File: src/rtl/divmod_pkg.sv
// Shared types and constants for the sequential divide/modulo unit.
// The flag bit positions are common with the ALU so both produce identical banderas.
package divmod_pkg;

    typedef enum logic [2:0] {
        IDLE,
        PREP,
        ITER,
        FIX,
        DONE
    } divmod_state_t;

    localparam int FLAG_N = 3;
    localparam int FLAG_Z = 2;
    localparam int FLAG_C = 1;
    localparam int FLAG_V = 0;

endpackage

File: src/rtl/divmod_seq.sv
// Multi-cycle signed/unsigned divide/modulo unit built on a radix-2 restoring iteration.
// It uses a start/busy/done handshake and gives explicit results for divide-by-zero and signed overflow.
module divmod_seq
    import divmod_pkg::*;
#(
    parameter int n = 32
) (
    input  logic         clk,
    input  logic         rst,
    input  logic         start,
    input  logic         signed_op,
    input  logic         sel_rem,
    input  logic [n-1:0] a,
    input  logic [n-1:0] b,
    output logic [n-1:0] c,
    output logic [3:0]   banderas,
    output logic         busy,
    output logic         done,
    output logic         div_zero
);

    localparam int CW = $clog2(n);

    divmod_state_t state_q, state_d;
    logic [n-1:0]  dvd_q, dvd_d;
    logic [n-1:0]  dvs_q, dvs_d;
    logic [n-1:0]  rem_q, rem_d;
    logic [CW-1:0] cnt_q, cnt_d;
    logic          sgn_q, sgn_d;
    logic          sel_q, sel_d;
    logic          negq_q, negq_d;
    logic          negr_q, negr_d;
    logic          ovf_q, ovf_d;
    logic [n-1:0]  c_q, c_d;
    logic [3:0]    flags_q, flags_d;
    logic          dz_q, dz_d;
    logic          busy_q, busy_d;
    logic          done_q, done_d;

    logic [n:0]    shifted_s;
    logic [n:0]    trial_s;
    logic [n-1:0]  fix_q_s;
    logic [n-1:0]  fix_r_s;
    logic [n-1:0]  res_s;
    logic [n-1:0]  zero_res_s;

    function automatic logic [3:0] mk_flags(input logic [n-1:0] r, input logic sg, input logic v);
        logic [3:0] f;
        f         = 4'b0000;
        f[FLAG_N] = r[n-1] & sg;
        f[FLAG_Z] = (r == {n{1'b0}});
        f[FLAG_C] = 1'b0;
        f[FLAG_V] = v;
        return f;
    endfunction

    // Next-state, datapath and output computation for the divide FSM.
    always_comb begin
        state_d = state_q;
        dvd_d   = dvd_q;
        dvs_d   = dvs_q;
        rem_d   = rem_q;
        cnt_d   = cnt_q;
        sgn_d   = sgn_q;
        sel_d   = sel_q;
        negq_d  = negq_q;
        negr_d  = negr_q;
        ovf_d   = ovf_q;
        c_d     = c_q;
        flags_d = flags_q;
        dz_d    = dz_q;

        // The quotient accumulates in the low end of dvd_q as the dividend bits shift out.
        shifted_s  = {rem_q, dvd_q[n-1]};
        trial_s    = shifted_s - {1'b0, dvs_q};
        fix_q_s    = negq_q ? -dvd_q : dvd_q;
        fix_r_s    = negr_q ? -rem_q : rem_q;
        res_s      = sel_q ? fix_r_s : fix_q_s;
        zero_res_s = sel_rem ? a : {n{1'b1}};

        case (state_q)
            IDLE: begin
                if (start) begin
                    dvd_d = a;
                    dvs_d = b;
                    sgn_d = signed_op;
                    sel_d = sel_rem;
                    if (b == {n{1'b0}}) begin
                        c_d     = zero_res_s;
                        flags_d = mk_flags(zero_res_s, signed_op, 1'b0);
                        dz_d    = 1'b1;
                        state_d = DONE;
                    end else begin
                        state_d = PREP;
                    end
                end else begin
                    state_d = IDLE;
                end
            end
            PREP: begin
                dvd_d   = (sgn_q & dvd_q[n-1]) ? -dvd_q : dvd_q;
                dvs_d   = (sgn_q & dvs_q[n-1]) ? -dvs_q : dvs_q;
                negq_d  = sgn_q & (dvd_q[n-1] ^ dvs_q[n-1]);
                negr_d  = sgn_q & dvd_q[n-1];
                ovf_d   = sgn_q & (dvd_q == {1'b1, {(n-1){1'b0}}}) & (dvs_q == {n{1'b1}});
                rem_d   = {n{1'b0}};
                cnt_d   = CW'(n - 1);
                state_d = ITER;
            end
            ITER: begin
                if (!trial_s[n]) begin
                    rem_d = trial_s[n-1:0];
                    dvd_d = {dvd_q[n-2:0], 1'b1};
                end else begin
                    rem_d = shifted_s[n-1:0];
                    dvd_d = {dvd_q[n-2:0], 1'b0};
                end
                if (cnt_q == {CW{1'b0}}) begin
                    state_d = FIX;
                end else begin
                    cnt_d   = cnt_q - CW'(1);
                    state_d = ITER;
                end
            end
            FIX: begin
                c_d     = res_s;
                flags_d = mk_flags(res_s, sgn_q, ovf_q);
                dz_d    = 1'b0;
                state_d = DONE;
            end
            DONE: begin
                state_d = IDLE;
            end
            default: begin
                state_d = IDLE;
            end
        endcase

        busy_d = (state_d != IDLE);
        done_d = (state_d == DONE);
    end

    // State, datapath and registered output flops with asynchronous abort.
    always_ff @(posedge clk or posedge rst) begin
        if (rst) begin
            state_q <= IDLE;
            dvd_q   <= {n{1'b0}};
            dvs_q   <= {n{1'b0}};
            rem_q   <= {n{1'b0}};
            cnt_q   <= {CW{1'b0}};
            sgn_q   <= 1'b0;
            sel_q   <= 1'b0;
            negq_q  <= 1'b0;
            negr_q  <= 1'b0;
            ovf_q   <= 1'b0;
            c_q     <= {n{1'b0}};
            flags_q <= 4'b0000;
            dz_q    <= 1'b0;
            busy_q  <= 1'b0;
            done_q  <= 1'b0;
        end else begin
            state_q <= state_d;
            dvd_q   <= dvd_d;
            dvs_q   <= dvs_d;
            rem_q   <= rem_d;
            cnt_q   <= cnt_d;
            sgn_q   <= sgn_d;
            sel_q   <= sel_d;
            negq_q  <= negq_d;
            negr_q  <= negr_d;
            ovf_q   <= ovf_d;
            c_q     <= c_d;
            flags_q <= flags_d;
            dz_q    <= dz_d;
            busy_q  <= busy_d;
            done_q  <= done_d;
        end
    end

    assign c        = c_q;
    assign banderas = flags_q;
    assign busy     = busy_q;
    assign done     = done_q;
    assign div_zero = dz_q;

endmodule
File: config.mk
export PLATFORM = sky130hd
export DESIGN_NAME = divmod_seq
export DESIGN_NICKNAME = d
export VERILOG_FILES = /design/src/rtl/divmod_pkg.sv /design/src/rtl/divmod_seq.sv
export SDC_FILE = /design/constraint.sdc
export NUM_CORES = 1
export LEC_CHECK = 0
export ABC_AREA = 0
export CAP_MARGIN = 20
export CORE_MARGIN = 5
export CORE_UTILIZATION = 30
export DETAILED_ROUTE_END_ITERATION = 6
export GPL_ROUTABILITY_DRIVEN = 0
export SYNTH_ARGS = -nofsm -noshare
export SYNTH_HDL_FRONTEND = slang
export SYNTH_SLANG_ARGS = --single-unit
File: constraint.sdc
create_clock -name clk -period 5.31 [get_ports clk]
set_input_delay 0.7965 -clock clk [delete_from_list [all_inputs] [get_ports clk]]
set_output_delay 0.7965 -clock clk [all_outputs]
set_load 0.01 [all_outputs]
Yosys cells after proc, flatten, opt, wreduce, memory -nomap -nowiden

Cells that the tools add are included.
Widths: inputs -> output; s select.

Output and inout port bits: 39
Register bits: 148

Equal/unequal tests: 11
Reductions and logical operators: 15
Add/sub/neg operators: 5
Bitwise operators: 8
Multiplexer cells: 28

Operators by type and width:

| kind                 | number |
|---|---|
| $mux 32              | 11 |
| $pmux 32 s2          | 3 |
| $logic_not 32->1     | 3 |
| $neg 32->32          | 3 |
| $pmux 32 s3          | 1 |
| $eq 32x32->1 const B | 2 |
| $sub 33x32->33       | 1 |
| $pmux 3 s4           | 1 |
| $ne 2x2->1 const B   | 5 |
| $pmux 5 s2           | 1 |
| $reduce_and 3->1     | 3 |
| $mux 4               | 2 |
| $pmux 4 s2           | 1 |
| $and 1x1->1          | 7 |
| $eq 3x2->1 const B   | 2 |
| $mux 3               | 2 |
| $reduce_bool 2->1    | 3 |
| $reduce_bool 3->1    | 2 |
| $logic_not 5->1      | 1 |
| $mux 5               | 1 |
| $sub 5x1->5 const B  | 1 |
| $mux 1               | 4 |
| $reduce_and 2->1     | 2 |
| $eq 3x1->1 const B   | 1 |
| 4 further kinds      | 4 |

Logic depth before layout (Yosys ltp)

Gate-level depths: netlist of run 1.

Depth in word-level cells: 5
Mapped depth: 14
Gate-level depth less buffers: 13

Worst setup path before layout of run 1

OpenSTA, ideal clock, no wires.

Path type: flip-flop to flip-flop
Start: register dvd_q[31]
End: register rem_q[4]
Buffers on the path: 1
Period minus slack after synthesis: 3340 ps
Required time: 5177 ps
Setup slack: 1970 ps
Arrival time: 3207 ps
Cell stages (with the launch flop): 15
Setup time: 133 ps
Cells stage by stage: dfrtp_1 inv_1 ha_1 fa_1 nor2b_1 o2111ai_1 a21boi_1 o31a_1 a31o_2 a21oi_1 a31oi_1 xor2_1 buf_2 mux2i_1 o21ai_0

Longest elaborated chain between the ends: 3

Ends and longest elaborated chain:

| item                   | RTL line          | RTL |
|---|---|---|
| from (decl)            | divmod_seq.sv:25  | `logic [n-1:0] dvd_q, dvd_d;` |
| from (signal assigned) | divmod_seq.sv:147 | `dvd_q <= {n{1'b0}};` |
| from (signal assigned) | divmod_seq.sv:163 | `dvd_q <= dvd_d;` |
| $sub 33x32->33         | divmod_seq.sv:75  | `trial_s = shifted_s - {1'b0, dvs_q};` |
| $mux 32                | divmod_seq.sv:111 | `if (!trial_s[n]) begin` |
| $pmux 32 s2            | divmod_seq.sv:81  | `case (state_q)` |
| to (signal assigned)   | divmod_seq.sv:149 | `rem_q <= {n{1'b0}};` |
| to (signal assigned)   | divmod_seq.sv:165 | `rem_q <= rem_d;` |
| to (decl)              | divmod_seq.sv:27  | `logic [n-1:0] rem_q, rem_d;` |

Every way passes these cells.
A chain may end at the register's enable or synchronous reset.

Final worst setup path of run 1

Start: register dvd_q[31]
End: register rem_q[5]

Same word-level chain as after synthesis.

==> reports/qor.csv, run 1 <==
stage,metric,value,unit
logic_synthesis,"EDFF count, synth",0,
clock_network,CTS sink cnt,147,
pwr,cell-internal power,4.08,mW
global_routing,antenna violations before repair,1,
setup_path,Reg2Reg Depth,14,
sta,fin. max-slew vios,0,
placement,port bufs,106,
sta,relative slew slack,30.9,%
route,WL/cell,19.7,µm
logic_synthesis,#FFs+latches synth,147,
clock_network,clock slew at reported path FFs,0.07,ns
route,DRC errors left,0,
route,DRT antenna net count,0,
sta,RSZ-0062 raised after global routing,false,
finish,"commonest non-fill, non-tap cell in the layout",o21ai_0,
logic_synthesis,Async SR Flop Fraction,100,%
pwr,Cell Pwr Density,582,mW/mm²
global_routing,largest net degree at the start of global routing,102,
finish,area delta synth->final,19.2,%
die,Core ar.,0.0373,mm²
clock_network,CTS tree,yes,
clock_network,maximum root-to-sink buffer count,2,
setup_path,"Req. time, crit path",5.62,ns
pwr,Leakage,5.22,nW
die,row count,71,
worst_hold_path,Worst Hold Class,reg2reg,
clock_network,setup bufs post-CTS,0,
logic_synthesis,Mapped Avg Cell Area,7.94,µm²
sta,Final period util,76.4,%
worst_hold_path,cell count of the worst hold path,2,
sta,final setup TNS,0,ns
route,number of DRC markers in iteration 0,990,
route,routed wire length,38.4,mm
finish,Total Nets Final,1573,
status,status,"complete, no violations",
pwr,Psw,3.72,mW
logic_synthesis,Cell variety after synth,82,
setup_path,crit path max fanout,35,
sta,final critical-path required period,4.05,ns
global_routing,first-pass GRT wire length,60.4,mm
logic_synthesis,synthesized instance count,1416,
route,First-pass DRT Iterations,5,
setup_path,Worst Setup Start Kind,register,
clock_network,cts-stage hold buffer count,0,
sta,# setup viols final,0,
route,via count,11200,
logic_synthesis,Synth Flop Type,dfrtp_1,
die,die width,204,µm
clock_network,cts repair resizes,0,
pwr,Sw Share,47.7,%
route,Vias/cell,5.71,
placement,placed wire-length estimate,28.0,mm
sta,clk_skew,0.0136,ns
global_routing,vias in the first global route,10400,
sta,final hold violation count,0,
clock_network,Clock Latency Late Sink,0.43,ns
finish,"commonest cells after routing, fill and taps aside","o21ai_0, nand2_1, dfrtp_1",
setup_path,crit path DAT,4.37,ns
die,Die Height,204,µm
logic_synthesis,Post-Syn Area,0.0112,mm²
clock_network,H-tree Lvls,4,
sta,Slew @ Worst Pin,1.03,ns
logic_synthesis,Yosys warnings,0,
global_routing,global route total overflow,0,
pwr,Comb pwr share,53.4,%
logic_synthesis,sequential area share after synthesis,32.7,%
job,Max-Cap Viols,0,
die,Die ar.,0.0415,mm²
finish,Final Util,35.9,%
pwr,Reg power frac,29.0,%
die,# IOs,108,
pwr,maximum VDD drop,0.272,mV
clock_network,Root Driver,clkbuf_16,
global_routing,Tot GR Track Use,18.1,%
finish,layout cells sized above 1,5.55,%
logic_synthesis,syn nets,1524,
pwr,Clk pwr share,17.6,%
setup_path,Worst Setup End Kind,register,
sta,fmax,0.247,GHz
clock_network,Inserted Clock Buffers,17,
setup_path,critical path class,reg2reg,
die,Initial Util,30.1,%
[worst paths after layout]
path / end / slack, ns / start
max: rem_q[5]$_DFFE_PP0N_ / 1.26 / dvd_q[31]$_DFFE_PP0P_
min reg2reg: ovf_q$_DFFE_PP0P_ / 0.49 / ovf_q$_DFFE_PP0P_
min: ovf_q$_DFFE_PP0P_ / 0.49 / ovf_q$_DFFE_PP0P_
max reg2reg: rem_q[5]$_DFFE_PP0N_ / 1.26 / dvd_q[31]$_DFFE_PP0P_
min in group asynchronous: dvd_q[9]$_DFFE_PP0P_ / 0.96 / rst
max in group asynchronous: rem_q[21]$_DFFE_PP0N_ / 3.40 / rst
[power by group through the flow]
| stage | sequential (mW) | clock (mW) | combinational [mW] |
|---|---|---|---|
| 2_1_floorplan | 1.99 | 0 | 2.99 |
| 3_3_place_gp | 2.25 | 0 | 4.03 |
| 3_5_place_dp | 2.27 | 0 | 4.12 |
| 4_1_cts | 2.25 | 1.39 | 4.14 |
| 5_1_grt | 2.34 | 1.44 | 4.61 |
| 6_report | 2.26 | 1.38 | 4.17 |
[cell type report]
| cell class | instances | area, µm² |
|---|---|---|
| fill | 3880 | 23900 |
| multi-input combinational | 1123 | 7040 |
| sequential | 147 | 3680 |
| timing repair buffer | 125 | 1240 |
| tap | 474 | 593 |
| clock buffer | 20 | 457 |
| clock inverter | 12 | 201 |
| inverter | 51 | 196 |
| antenna | 1 | 2.50 |
[worst max-delay path, stage by stage (launching register included)]
cell	delay (ns)
dfrtp_1	0.43
inv_1	0.16
ha_1	0.26
fa_1	0.40
nor2b_1	0.17
o2111ai_1	0.16
a21boi_1	0.25
o31a_1	0.27
a31o_2	0.23
a21oi_1	0.11
a31oi_1	0.40
xor2_4	0.16
buf_4	0.45
nor2_1	0.12
a221o_1	0.33
[metal layers]
metal / global-route usage, % / wire length (µm) / part of all wire [%] / vias to the layer above
li1: - / - / - / 5277
met2: 27.4 / 16900 / 44 / 446
met4: 5.28 / 1040 / 2.7 / 0
met5: 0 / 0 / 0 / -
met3: 3.12 / 2770 / 7.2 / 52
met1: 26.5 / 17700 / 46 / 5381
[kinds of logic after synthesis]
group	count (synthesis)	synth area share, %
other cells	1	0.0333
xor+xnor	89	6.93
simple gates	509	23.4
fa+ha+maj	39	4.40
mux	36	3.21
compound gates	449	24.2
flops	147	32.7
buf+inv	146	5.12
[synth_stat cells, types with 3 or more instances]
cell type  instances  share of area, %
nor3_1            43               1.9
buf_2              4              0.18
nand3b_1          34               2.3
a21oi_1           84               3.7
or4_1              7              0.47
nand2b_1           3              0.17
a211oi_1          13              0.87
and3_1            10              0.56
o22ai_1           24               1.3
mux2i_1           35               3.1
nor2_1            92               3.1
a21o_1            11              0.73
buf_1              4              0.13
clkbuf_1          82               2.7
xnor2_1           50               3.9
o31ai_1           12              0.80
and2_1             5              0.28
nor3b_1           17               1.1
ha_1              38               4.2
or2_2              4              0.22
o21ai_1           18              0.80
o41ai_1            4              0.31
o21a_1             6              0.40
xor2_1            39               3.0
o21bai_1           5              0.33
nand4b_1           4              0.31
or3_1             18               1.0
nand4_1           17              0.95
nand3_1           23               1.0
dfrtp_1          147                33
nand2_1          173               5.8
inv_1             51               1.7
o31a_1             5              0.39
a221oi_1          24               1.9
nor2b_1            7              0.39
nor4_1            26               1.4
and4_1             5              0.39
o21ai_0          178               7.9
a222oi_1           5              0.44
buf_4              3              0.20
o211ai_1          14              0.93
a31oi_1           16              0.89
a22oi_1            8              0.53
[through the flow]
step | power (mW) | cells | hold WS (ns) | setup WS, ns | instance area (µm²)
2_1_floorplan | 4.98 | 1416 | 0.450 | 0.562 | 11200
3_3_place_gp | 6.28 | 1918 | 0.477 | 1.42 | 12700
3_5_place_dp | 6.38 | 1919 | 0.476 | 1.28 | 12700
4_1_cts | 7.78 | 1951 | 0.492 | 1.25 | 13400
5_1_grt | 8.39 | 1952 | 0.543 | 1.01 | 13400
6_report | 7.81 | 1953 | 0.491 | 1.26 | 13400
[state kept, by name, indices dropped and copies added, names as in the netlist]
| signal | count |
|---|---|
| c | 32 |
| sel_q | 1 |
| cnt_q | 5 |
| negq_q | 1 |
| div_zero | 1 |
| banderas | 3 |
| ovf_q | 1 |
| done | 1 |
| dvs_q | 32 |
| sgn_q | 1 |
| rem_q | 32 |
| state_q | 3 |
| negr_q | 1 |
| busy | 1 |
| dvd_q | 32 |
Note: power is estimated with default switching activity, not from simulation.
==> run 2, diff against run 1 <==
==> constraint.sdc (replaced) <==
create_clock -name clk -period 3.4 [get_ports clk]
set_input_delay 0.51 -clock clk [delete_from_list [all_inputs] [get_ports clk]]
set_output_delay 0.51 -clock clk [all_outputs]
set_load 0.01 [all_outputs]
==> run 2 against run 1 <==
  * Non-clock buffer count is 63 higher
  * Core utilization up 1.5 points
  * Critical path depth is 5 lower
  * Clock-buffer cell count down 1
  * Critical path type unchanged
  * Largest cell class unchanged
==> reports/qor.csv, run 2 (synthesized netlist as in run 1, its figures left out) <==
stage,metric,value,unit
worst_hold_path,Worst Hold Class,reg2reg,
sta,setup ws final,0.0930,ns
setup_path,slowest CP cell,or4_4,
finish,Total Nets Final,1636,
clock_network,Root Driver,clkbuf_16,
global_routing,Tot GR Track Use,18.5,%
job,Max-Cap Viols,0,
setup_path,critical path class,reg2reg,
setup_path,crit path DAT,3.68,ns
status,status,"complete, no violations",
finish,layout cells sized above 1,10.8,%
placement,placed wire-length estimate,28.3,mm
global_routing,vias in the first global route,10800,
pwr,Leakage,5.51,nW
global_routing,first-pass GRT wire length,61.9,mm
setup_path,worst stage delay on the critical path,0.58,ns
route,WL/cell,19.3,µm
clock_network,Clock Latency Late Sink,0.44,ns
route,number of DRC markers in iteration 0,892,
die,# IOs,108,
die,Die ar.,0.0415,mm²
sta,# setup viols final,0,
placement,port bufs,106,
placement,Placed Cells,1981,
die,Initial Util,30.1,%
pwr,Cell Pwr Density,901,mW/mm²
clock_network,Inserted Clock Buffers,17,
pwr,maximum VDD drop,0.387,mV
setup_path,Worst path most repeated cell,nor4_4,
setup_path,crit path max fanout,5,
sta,final critical-path required period,3.31,ns
sta,fin. max-slew vios,0,
setup_path,"Req. time, crit path",3.77,ns
sta,fmax,0.302,GHz
clock_network,H-tree Lvls,4,
finish,antenna cell count,0,
finish,"Cell Count, Final, Fillers Out",2015,
route,First-pass DRT Iterations,6,
global_routing,antenna violations before repair,0,
placement,pre-CTS setup slack,-0.481,ns
die,die width,204,µm
clock_network,CTS sink cnt,147,
placement,DP Area,0.0132,mm²
sta,clk_skew,0.0104,ns
route,DRC errors left,0,
clock_network,maximum root-to-sink buffer count,2,
setup_path,Worst Setup End Kind,register,
clock_network,CTS tree,yes,
route,Vias/cell,5.65,
sta,relative slew slack,38.9,%
die,row count,71,
route,via count,11400,
setup_path,worst path cell trace,"or4_4, or2_1, o41ai_4, xor2_2, mux2i_2, nor4_4, nand4_1, nor4_4, a41o_1",
finish,fin area,0.0140,mm²
die,Die Height,204,µm
sta,RSZ-0062 raised after global routing,false,
sta,Final period util,97.3,%
setup_path,Worst Setup Start Kind,register,
finish,"commonest non-fill, non-tap cell in the layout",o21ai_0,
clock_network,clock slew at reported path FFs,0.07,ns
die,Core ar.,0.0373,mm²
route,routed wire length,38.9,mm
finish,"commonest cells after routing, fill and taps aside","o21ai_0, nand2_1, dfrtp_1",
global_routing,global route total overflow,0,
finish,area delta synth->final,24.2,%
route,DRT antenna net count,0,
sta,final hold violation count,0,
global_routing,largest net degree at the start of global routing,148,
sta,Slew @ Worst Pin,0.914,ns
run 2: cell types whose count changed in the layout (fill, tap and decap cells not counted), moves of 3 or more:
cell,previous run,this run
buf_4,17,77
bufinv_16,5,2
a21oi_1,84,81
a21oi_2,0,3
buf_12,1,4
mux2i_2,0,3
mux2i_1,35,32
run 2: per-stage QoR:
stage	power (mW)	setup TNS [ns]	util [%]	hold slack [ns]
after global routing	13.5	0	37.4	0.551
after CTS	12.4	0	37.2	0.509
final	12.6	0	37.4	0.504
after floorplan	7.78	0	-	0.450
after detailed placement	10.3	-0.483	35.4	0.493
after global placement	10.2	-0.530	35.4	0.493
run 2: critical path: cells and delay by family, from the launching register on:
| family | cells | cell delay [ns] |
|---|---|---|
| xor gates and xnor gates | 1 | 0.26 |
| DFF | 1 | 0.46 |
| and+or+nand+nor | 5 | 1.73 |
| AOI/OAI and AO/OA | 2 | 0.64 |
| muxes | 1 | 0.15 |
run 2: report_power, final:
group	switching, mW	internal [mW]	leakage, nW
Combinational	4.28	2.97	3.37
Sequential	0.945	2.43	1.86
Clock	0.828	1.13	0.287
run 2: path summary, 6_finish.rpt:
check,start,endpoint,slack [ns],cells past startpoint
setup / recovery,rem_q[5]$_DFFE_PP0N_,banderas[2]$_DFFE_PP0P_,0.09,9
hold reg to reg,div_zero$_DFFE_PP0P_,div_zero$_DFFE_PP0P_,0.50,2
min in group asynchronous,rst,dvd_q[9]$_DFFE_PP0P_,0.69,3
setup reg to reg,rem_q[5]$_DFFE_PP0N_,banderas[2]$_DFFE_PP0P_,0.09,9
hold / removal,div_zero$_DFFE_PP0P_,div_zero$_DFFE_PP0P_,0.50,2
max in group asynchronous,rst,sel_q$_DFFE_PP0P_,2.04,3
run 2: routing by layer:
layer  GRT usage, %  part of all wire (%)  vias up
met5              0                     0        -
met3           3.48                   6.7       54
met4           5.69                   2.7        0
met2           28.0                    44      421
met1           26.7                    46     5514
li1               -                     -     5397
run 2: final cells by class:
| class | count | area [µm²] |
|---|---|---|
| Timing Repair Buffer | 188 | 1730 |
| Inverter | 51 | 195 |
| Tap cell | 474 | 593 |
| Clock buffer | 19 | 453 |
| Multi-Input combinational cell | 1123 | 7170 |
| Clock inverter | 13 | 149 |
| Sequential cell | 147 | 3680 |
| Fill cell | 3838 | 23300 |
run 2: what timing repair did:
item / in CTS / in global routing
endpoints found under the setup margin: 4 / 29
setup buffers: 2 / 0
pin swaps: 3 / 7
hold buffers: 0 / 0
gates resized for setup: 7 / 19
